File: config.mk
export PLATFORM = sky130hd
export DESIGN_NAME = instruction_fetcher
export DESIGN_NICKNAME = d
export VERILOG_FILES = /design/src/rtl/instruction_fetcher.sv
export SDC_FILE = /design/constraint.sdc
export NUM_CORES = 1
export LEC_CHECK = 0
export ABC_CLOCK_PERIOD_IN_PS = 11500
export BUFFER_PORTS_ARGS = -buffer_cell sky130_fd_sc_hd__buf_2
export CORE_UTILIZATION = 60
export CTS_CLUSTER_DIAMETER = 50
export CTS_CLUSTER_SIZE = 24
export DETAILED_ROUTE_END_ITERATION = 6
export GPL_ROUTABILITY_DRIVEN = 1
export PLACE_DENSITY_LB_ADDON = 0.1
export SLEW_MARGIN = 20
export SYNTH_ARGS = -nofsm -noshare
export SYNTH_HDL_FRONTEND = slang
export SYNTH_SLANG_ARGS = --single-unit
File: constraint.sdc
create_clock -name clk -period 11.5 [get_ports clk]
set_input_delay 0.575 -clock clk [delete_from_list [all_inputs] [get_ports clk]]
set_output_delay 0.575 -clock clk [all_outputs]
set_load 0.02 [all_outputs]
File: src/rtl/instruction_fetcher.sv
// Fetch stage: issues one memory fetch at a time, predicts the next PC statically
// (JAL and backward branches taken), and queues fetched words for the decoder.
module instruction_fetcher #(
    parameter int QUEUE_LOG = 2
) (
    input  logic        clk,
    input  logic        rst,
    input  logic        rdy,
    input  logic        rollback,
    input  logic [31:0] rollback_pc,
    input  logic        issue_stall,
    output logic        mem_req,
    output logic [31:0] mem_addr,
    input  logic        mem_done,
    input  logic [31:0] mem_inst,
    output logic        inst_rdy,
    output logic [31:0] inst,
    output logic [31:0] inst_PC,
    output logic        inst_is_Jump
);

    localparam int DEPTH = 1 << QUEUE_LOG;
    localparam int CW    = QUEUE_LOG + 1;

    typedef enum logic [1:0] {IDLE, BUSY, DROP} state_t;

    state_t               state_q, state_d;
    logic [31:0]          pc_q, pc_d;
    logic                 mem_req_q, mem_req_d;
    logic [31:0]          mem_addr_q, mem_addr_d;
    logic [QUEUE_LOG-1:0] head_q, head_d;
    logic [QUEUE_LOG-1:0] tail_q, tail_d;
    logic [CW-1:0]        count_q, count_d;

    logic [31:0] q_inst_q [DEPTH];
    logic [31:0] q_inst_d [DEPTH];
    logic [31:0] q_pc_q   [DEPTH];
    logic [31:0] q_pc_d   [DEPTH];
    logic        q_jmp_q  [DEPTH];
    logic        q_jmp_d  [DEPTH];

    logic        push;
    logic        pop;
    logic        full;
    logic [31:0] jal_off;
    logic [31:0] br_off;
    logic [31:0] pred_pc;
    logic        pred_taken;

    // Count never exceeds DEPTH, so its top bit alone marks a full queue.
    assign full = count_q[QUEUE_LOG];

    assign jal_off = {{11{mem_inst[31]}}, mem_inst[31], mem_inst[19:12],
                      mem_inst[20], mem_inst[30:21], 1'b0};
    assign br_off  = {{19{mem_inst[31]}}, mem_inst[31], mem_inst[7],
                      mem_inst[30:25], mem_inst[11:8], 1'b0};

    always_comb begin
        pred_taken = 1'b0;
        pred_pc    = mem_addr_q + 32'd4;
        if (mem_inst[6:0] == 7'b1101111) begin
            pred_taken = 1'b1;
            pred_pc    = mem_addr_q + jal_off;
        end else if (mem_inst[6:0] == 7'b1100011 && mem_inst[31]) begin
            pred_taken = 1'b1;
            pred_pc    = mem_addr_q + br_off;
        end
    end

    assign inst_rdy     = rdy & ~rst & ~rollback & (count_q != '0) & ~issue_stall;
    assign pop          = inst_rdy;
    assign inst         = q_inst_q[head_q];
    assign inst_PC      = q_pc_q[head_q];
    assign inst_is_Jump = q_jmp_q[head_q];
    assign mem_req      = mem_req_q;
    assign mem_addr     = mem_addr_q;

    always_comb begin
        state_d    = state_q;
        pc_d       = pc_q;
        mem_req_d  = mem_req_q;
        mem_addr_d = mem_addr_q;
        head_d     = head_q;
        tail_d     = tail_q;
        count_d    = count_q;
        push       = 1'b0;
        for (int i = 0; i < DEPTH; i++) begin
            q_inst_d[i] = q_inst_q[i];
            q_pc_d[i]   = q_pc_q[i];
            q_jmp_d[i]  = q_jmp_q[i];
        end

        if (rdy) begin
            case (state_q)
                IDLE: begin
                    if (!full && !rollback) begin
                        state_d    = BUSY;
                        mem_req_d  = 1'b1;
                        mem_addr_d = pc_q;
                    end
                end
                BUSY: begin
                    if (mem_done) begin
                        state_d   = IDLE;
                        mem_req_d = 1'b0;
                        if (!rollback) begin
                            push = 1'b1;
                            pc_d = pred_pc;
                        end
                    end else if (rollback) begin
                        // Request still in flight: keep it open and discard its answer.
                        state_d = DROP;
                    end
                end
                DROP: begin
                    if (mem_done) begin
                        state_d   = IDLE;
                        mem_req_d = 1'b0;
                    end
                end
                default: state_d = IDLE;
            endcase

            if (rollback) begin
                head_d  = '0;
                tail_d  = '0;
                count_d = '0;
                pc_d    = rollback_pc;
            end else begin
                if (push) begin
                    q_inst_d[tail_q] = mem_inst;
                    q_pc_d[tail_q]   = mem_addr_q;
                    q_jmp_d[tail_q]  = pred_taken;
                    tail_d           = tail_q + QUEUE_LOG'(1);
                end
                if (pop) begin
                    head_d = head_q + QUEUE_LOG'(1);
                end
                if (push && !pop) begin
                    count_d = count_q + CW'(1);
                end else if (!push && pop) begin
                    count_d = count_q - CW'(1);
                end
            end
        end
    end

    always_ff @(posedge clk or posedge rst) begin
        if (rst) begin
            state_q    <= IDLE;
            pc_q       <= '0;
            mem_req_q  <= 1'b0;
            mem_addr_q <= '0;
            head_q     <= '0;
            tail_q     <= '0;
            count_q    <= '0;
        end else begin
            state_q    <= state_d;
            pc_q       <= pc_d;
            mem_req_q  <= mem_req_d;
            mem_addr_q <= mem_addr_d;
            head_q     <= head_d;
            tail_q     <= tail_d;
            count_q    <= count_d;
        end
    end

    generate
        for (genvar gi = 0; gi < DEPTH; gi++) begin : g_entry
            always_ff @(posedge clk or posedge rst) begin
                if (rst) begin
                    q_inst_q[gi] <= '0;
                    q_pc_q[gi]   <= '0;
                    q_jmp_q[gi]  <= 1'b0;
                end else begin
                    q_inst_q[gi] <= q_inst_d[gi];
                    q_pc_q[gi]   <= q_pc_d[gi];
                    q_jmp_q[gi]  <= q_jmp_d[gi];
                end
            end
        end
    endgenerate

endmodule

-- Word-level counts from Yosys, hierarchy flattened
Index checks and enable logic that the tools add are counted.
- input port bits: 70
- register bits: 334
- bitwise logic cells: 9
- add/sub/neg operators: 7
- equality and inequality tests: 8
- reduce and logical (&&, ||, !) cells: 26
- magnitude comparators: 3
- muxes and demuxes: 42
- operators with widths (cell ; number):
    two-way mux 32 bit ; 10
    bitwise mux 128 bit ; 2
    binary-select mux 32 bit (select 2 bit) ; 2
    adder 32 bit ; 2
    demux 32 bit (select 2 bit) ; 1
    adder 32 x 3 -> 32 bit, second input constant ; 1
    two-way mux 2 bit ; 8
    == test 7 bit, second input constant ; 2
    two-way mux 1 bit ; 11
    nonzero test 2 bit ; 5
    two-way mux 3 bit ; 3
    AND reduction 3 bit ; 3
    AND reduction 4 bit ; 2
    >= comparator 3 bit, second input constant ; 2
    NOT 2 -> 3 bit ; 2
    case mux 2 bit (3 select lines) ; 1
    AND reduction 2 bit ; 3
    nonzero test 3 bit ; 2
    logical AND 1 bit ; 5
    adder 2 x 1 -> 2 bit, second input constant ; 2
    bitwise AND 1 bit ; 4
    bitwise mux 4 bit ; 1
    logical NOT 1 bit ; 4
    != test 2 bit, second input constant ; 2
    13 further kinds ; 15

-- Longest topological paths before layout
- depth in word-level cells: 9
- mapped depth: 11

-- Least setup slack after synthesis
No wires, ideal clock.
- path kind: reg2reg
- start point: reg mem_addr_q[1] (netlist: mem_addr[1])
- end point: reg pc_q[23]
- path buffers: 0
- data required time: 11367 ps
- stages on the path, launching flop included: 12
- path slack: 8701 ps
- arrival time: 2666 ps
- library setup time: 133 ps
- cell sequence: dfrtp_1 > ha_1 > inv_1 > fa_1 > nand2b_1 > a21oi_1 > o2111ai_1 > o211ai_1 > a41o_1 > a211oi_1 > o311ai_1 > nand3_1
- longest elaborated chain between the ends: 6
- RTL lines (what ; RTL line ; text):
    from (decl) ; 30 ; logic [31:0] mem_addr_q, mem_addr_d;
    from (signal assigned) ; 161 ; mem_addr_q <= mem_addr_d;
    adder 32 x 3 -> 32 bit / adder 32 bit (equally long branches) ; 60, 66 ;
    two-way mux 32 bit ; 64 ; end else if (mem_inst[6:0] == 7'b1100011 && mem_inst[31]) begin
    two-way mux 32 bit (*) ; 61 ; if (mem_inst[6:0] == 7'b1101111) begin
    two-way mux 32 bit (*) ; 103 ; if (mem_done) begin
    two-way mux 32 bit (*) ; 94 ; case (state_q)
    two-way mux 32 bit (*) ; 124 ; if (rollback) begin
    to (signal assigned) ; 159 ; pc_q <= pc_d;
    to (decl) ; 28 ; logic [31:0] pc_q, pc_d;
Every way passes the cells marked *; elsewhere a longest branch is shown, timed or not. The select of a mux whose other input is x is not followed.
A chain may end at the register's enable or synchronous reset.

-- Worst setup path in the final report
- start point: in rollback
- end point: reg q_inst_q[5] (netlist name)
- longest elaborated chain between the ends: 5
- RTL lines (what ; RTL line ; text):
    from (decl) ; 9 ; input logic rollback,
    two-way mux 1 bit ; 106 ; if (!rollback) begin
    two-way mux 1 bit ; 103 ;
    two-way mux 1 bit ; 94 ;
    two-way mux 1 bit ; 93 ; if (rdy) begin
    AND reduction 3 bit (no line) (*) ; - ;
    to (signal, indexed assignment) ; 176 ; q_inst_q[gi] <= q_inst_d[gi];
    to (decl) ; 35 ; logic [31:0] q_inst_q [DEPTH];
Marked as above.

==> flow_summary.json <==
{
  "layout-drive-gt1-share_pct": 36.23,
  "max_freq_mhz": 268.2,
  "cts_setup_buffers": 0,
  "first_global_vias": 13370,
  "worstMarginPinSlew_ns": 1.114,
  "cp-startpoint": "rollback",
  "r2r_setup_slack_ns": 8.03,
  "period_needed_ns": 3.728,
  "hold_class": "in -> async",
  "drtAntennaViolNets": 0,
  "clk_latency_ns": 0.54,
  "antenna_cells": 0,
  "die_h_um": 175.9,
  "route.detailed.drc": 0,
  "drv_cap": 0,
  "gp_congestion": 0.9457,
  "r2r_end": "pc_q[23]$_DFFE_PP0P_",
  "power_density_nw_per_um2": 288.1,
  "combPwrFrac_pct": 42.3,
  "cts.sinks": 334,
  "syn2layout_area_growth_pct": 13.21,
  "ys_warn_count": 0,
  "grt_usage_pct": 30.94,
  "layout_commonest_cell": "dfrtp_1",
  "p_int_uw": 3591,
  "antenna_found_initial": 0,
  "setup_tns_ns": 0,
  "synthCells": 1527,
  "regToRegStartpoint": "mem_addr[1]$_DFFE_PP0P_",
  "crit_required_ns": 11.90,
  "async_flop_share_pct": 100.0,
  "cts.repair.resized": 0,
  "die_w_um": 175.9,
  "fill_cells": 2216,
  "dp_hpwl_um": 30230,
  "drt_pass1_iterations": 7,
  "yosysUniqueCellTypes": 84,
  "vdd_drop_max_mv": 0.1695,
  "synth_ff_type": "dfrtp_1",
  "grt_pass1_wl_um": 73970,
  "ys_ff_latch": 334,
  "seq_area_um2": 8366,
  "initial_core_util_pct": 61.05,
  "drt_iter0_drc": 935,
  "dp.cells": 1995,
  "avgSynthCellArea_um2": 11.88,
  "seq_area_frac_synth_pct": 46.07,
  "vias_per_cell": 6.418,
  "endpoint": "q_inst_q[5]$_DFFE_PP0P_",
  "die_area_um2": 30930,
  "report.final.slew_viol_count": 0,
  "rsz0062_at_grt": "false",
  "finalCritPeriodShare_pct": 32.42,
  "utilization_pct": 69.11,
  "critPathKind": "in -> reg",
  "r2r_cells": 11,
  "nets": 1767,
  "slew_headroom_pct": 25.72,
  "grt.overflow.total": 0,
  "setup_violations": 0,
  "rows": 63,
  "syn_nets": 1651,
  "place.port_buffers": 168,
  "grt_max_degree": 118,
  "clockRootBuffer": "clkbuf_16",
  "finalClockSkew_ns": 0.02640,
  "switchingPower_uw": 2326,
  "vias": 13220,
  "numCtsBuffers": 36,
  "synth_edf_count": 0,
  "cts_tree": "yes",
  "cts_buffer_depth": 3,
  "multi_input_area_um2": 9346,
  "layout_common_cells": "dfrtp_1, mux2_2, buf_2",
  "coreArea_um2": 29720,
  "final_cell_count_no_fill": 2060,
  "clk_pin_slew_ns": 0.06,
  "crit_arrival_ns": 4.13,
  "pwr-share-seq_pct": 36.8,
  "crit_path_start_kind": "input port",
  "status": "finished clean",
  "netlist_area_um2": 18140,
  "htree_levels": 2,
  "swShare_pct": 39.30,
  "cellLeakagePower_uw": 0.009246,
  "routed_wirelength_um": 46640,
  "p_clk_share_pct": 21.0,
  "cts-hold-fix-buffers": 0,
  "hold_viol": 0,
  "wl_per_cell_um": 22.64,
  "critPathMaxFanout": 71,
  "cp-end-kind": "register",
  "ios": 169
}
==> metal layers <==
metal  share of wire (%)  up-vias  track usage [%]
li1                    -     5950                -
met5                   0        -                0
met2                  49      448            51.81
met4                 3.1        0            10.43
met1                  42     6727            40.92
met3                 5.9       96            5.260
==> worst min path at each step <==
stage / endpoint / slack (ns)
2_1_floorplan: pc_q[7]$_DFFE_PP0P_ / 0.44
3_3_place_gp: q_pc_q[84]$_DFFE_PP0P_ / 0.46
3_5_place_dp: pc_q[0]$_DFFE_PP0P_ / 0.47
4_1_cts: count_q[2]$_DFFE_PP0P_ / 0.24
5_1_grt: count_q[2]$_DFFE_PP0P_ / 0.25
6_report: count_q[2]$_DFFE_PP0P_ / 0.16
==> layout make-up <==
class	instances	share of cell area (%)
sequential	334	40.73
inverter	31	0.6031
timing repair buffer	179	4.496
tap	390	2.376
clock buffer	38	4.472
clock inverter	27	1.809
multi-input combinational	1061	45.51
==> flip-flops by register name (all words and copies together) (netlist names) <==
signal	count
count_q	3
head_q	2
mem_addr	32
mem_req	1
pc_q	32
q_inst_q	128
q_jmp_q	4
q_pc_q	128
state_q	2
tail_q	2
==> cell usage after synthesis (14+ instances only) <==
| cell type | count | area share (%) |
|---|---|---|
| nor3_1 | 16 | 0.44 |
| a31oi_1 | 15 | 0.52 |
| a21oi_1 | 74 | 2.0 |
| mux2_2 | 266 | 17 |
| mux2i_1 | 14 | 0.77 |
| a21o_1 | 22 | 0.91 |
| clkbuf_1 | 82 | 1.7 |
| inv_1 | 29 | 0.60 |
| nand3_1 | 25 | 0.69 |
| ha_1 | 51 | 3.5 |
| nor2_1 | 58 | 1.2 |
| dfrtp_1 | 334 | 46 |
| nand4_1 | 15 | 0.52 |
| xor2_1 | 20 | 0.97 |
| nand2_1 | 108 | 2.2 |
| and3_1 | 16 | 0.55 |
| o21ai_0 | 79 | 2.2 |
| xnor2_1 | 29 | 1.4 |
| mux4_2 | 65 | 8.1 |
==> logic make-up after synthesis <==
kind of cell | count (synthesis) | share of synthesized area [%]
multiplexers | 345 | 25.35
XOR/XNOR | 49 | 2.366
buffers and inverters | 132 | 2.793
AND/OR/NAND/NOR | 289 | 7.635
flip-flops | 334 | 46.07
AO/OA/AOI/OAI | 324 | 11.93
adder cells (fa/ha/maj) | 54 | 3.849
==> power groups by stage <==
stage          combinational (µW)  clock [µW]  sequential, µW
6_report                     2500        1240            2170
2_1_floorplan                1950           0            1980
4_1_cts                      2500        1260            2170
3_3_place_gp                 2430           0            2160
3_5_place_dp                 2490           0            2190
5_1_grt                      2710        1310            2250
==> through the flow <==
step	instance area, µm²	setup WS (ns)	hold WS (ns)	total power, µW
floorplan	18140	1.672	0.4429	3927
finish	20540	7.772	0.1569	5917
global route	20540	7.617	0.2521	6265
CTS	20510	7.689	0.2422	5941
global placement	19220	7.320	0.4566	4587
detailed placement	19220	7.136	0.4659	4677
==> worst max-delay path, cell delays in order <==
cell	delay (ns)
buf_2	0.65
inv_2	0.48
a21bo_1	0.30
nor2_2	0.72
nand2_4	0.82
mux2_2	0.54
Power figures use the tool's default switching activity.
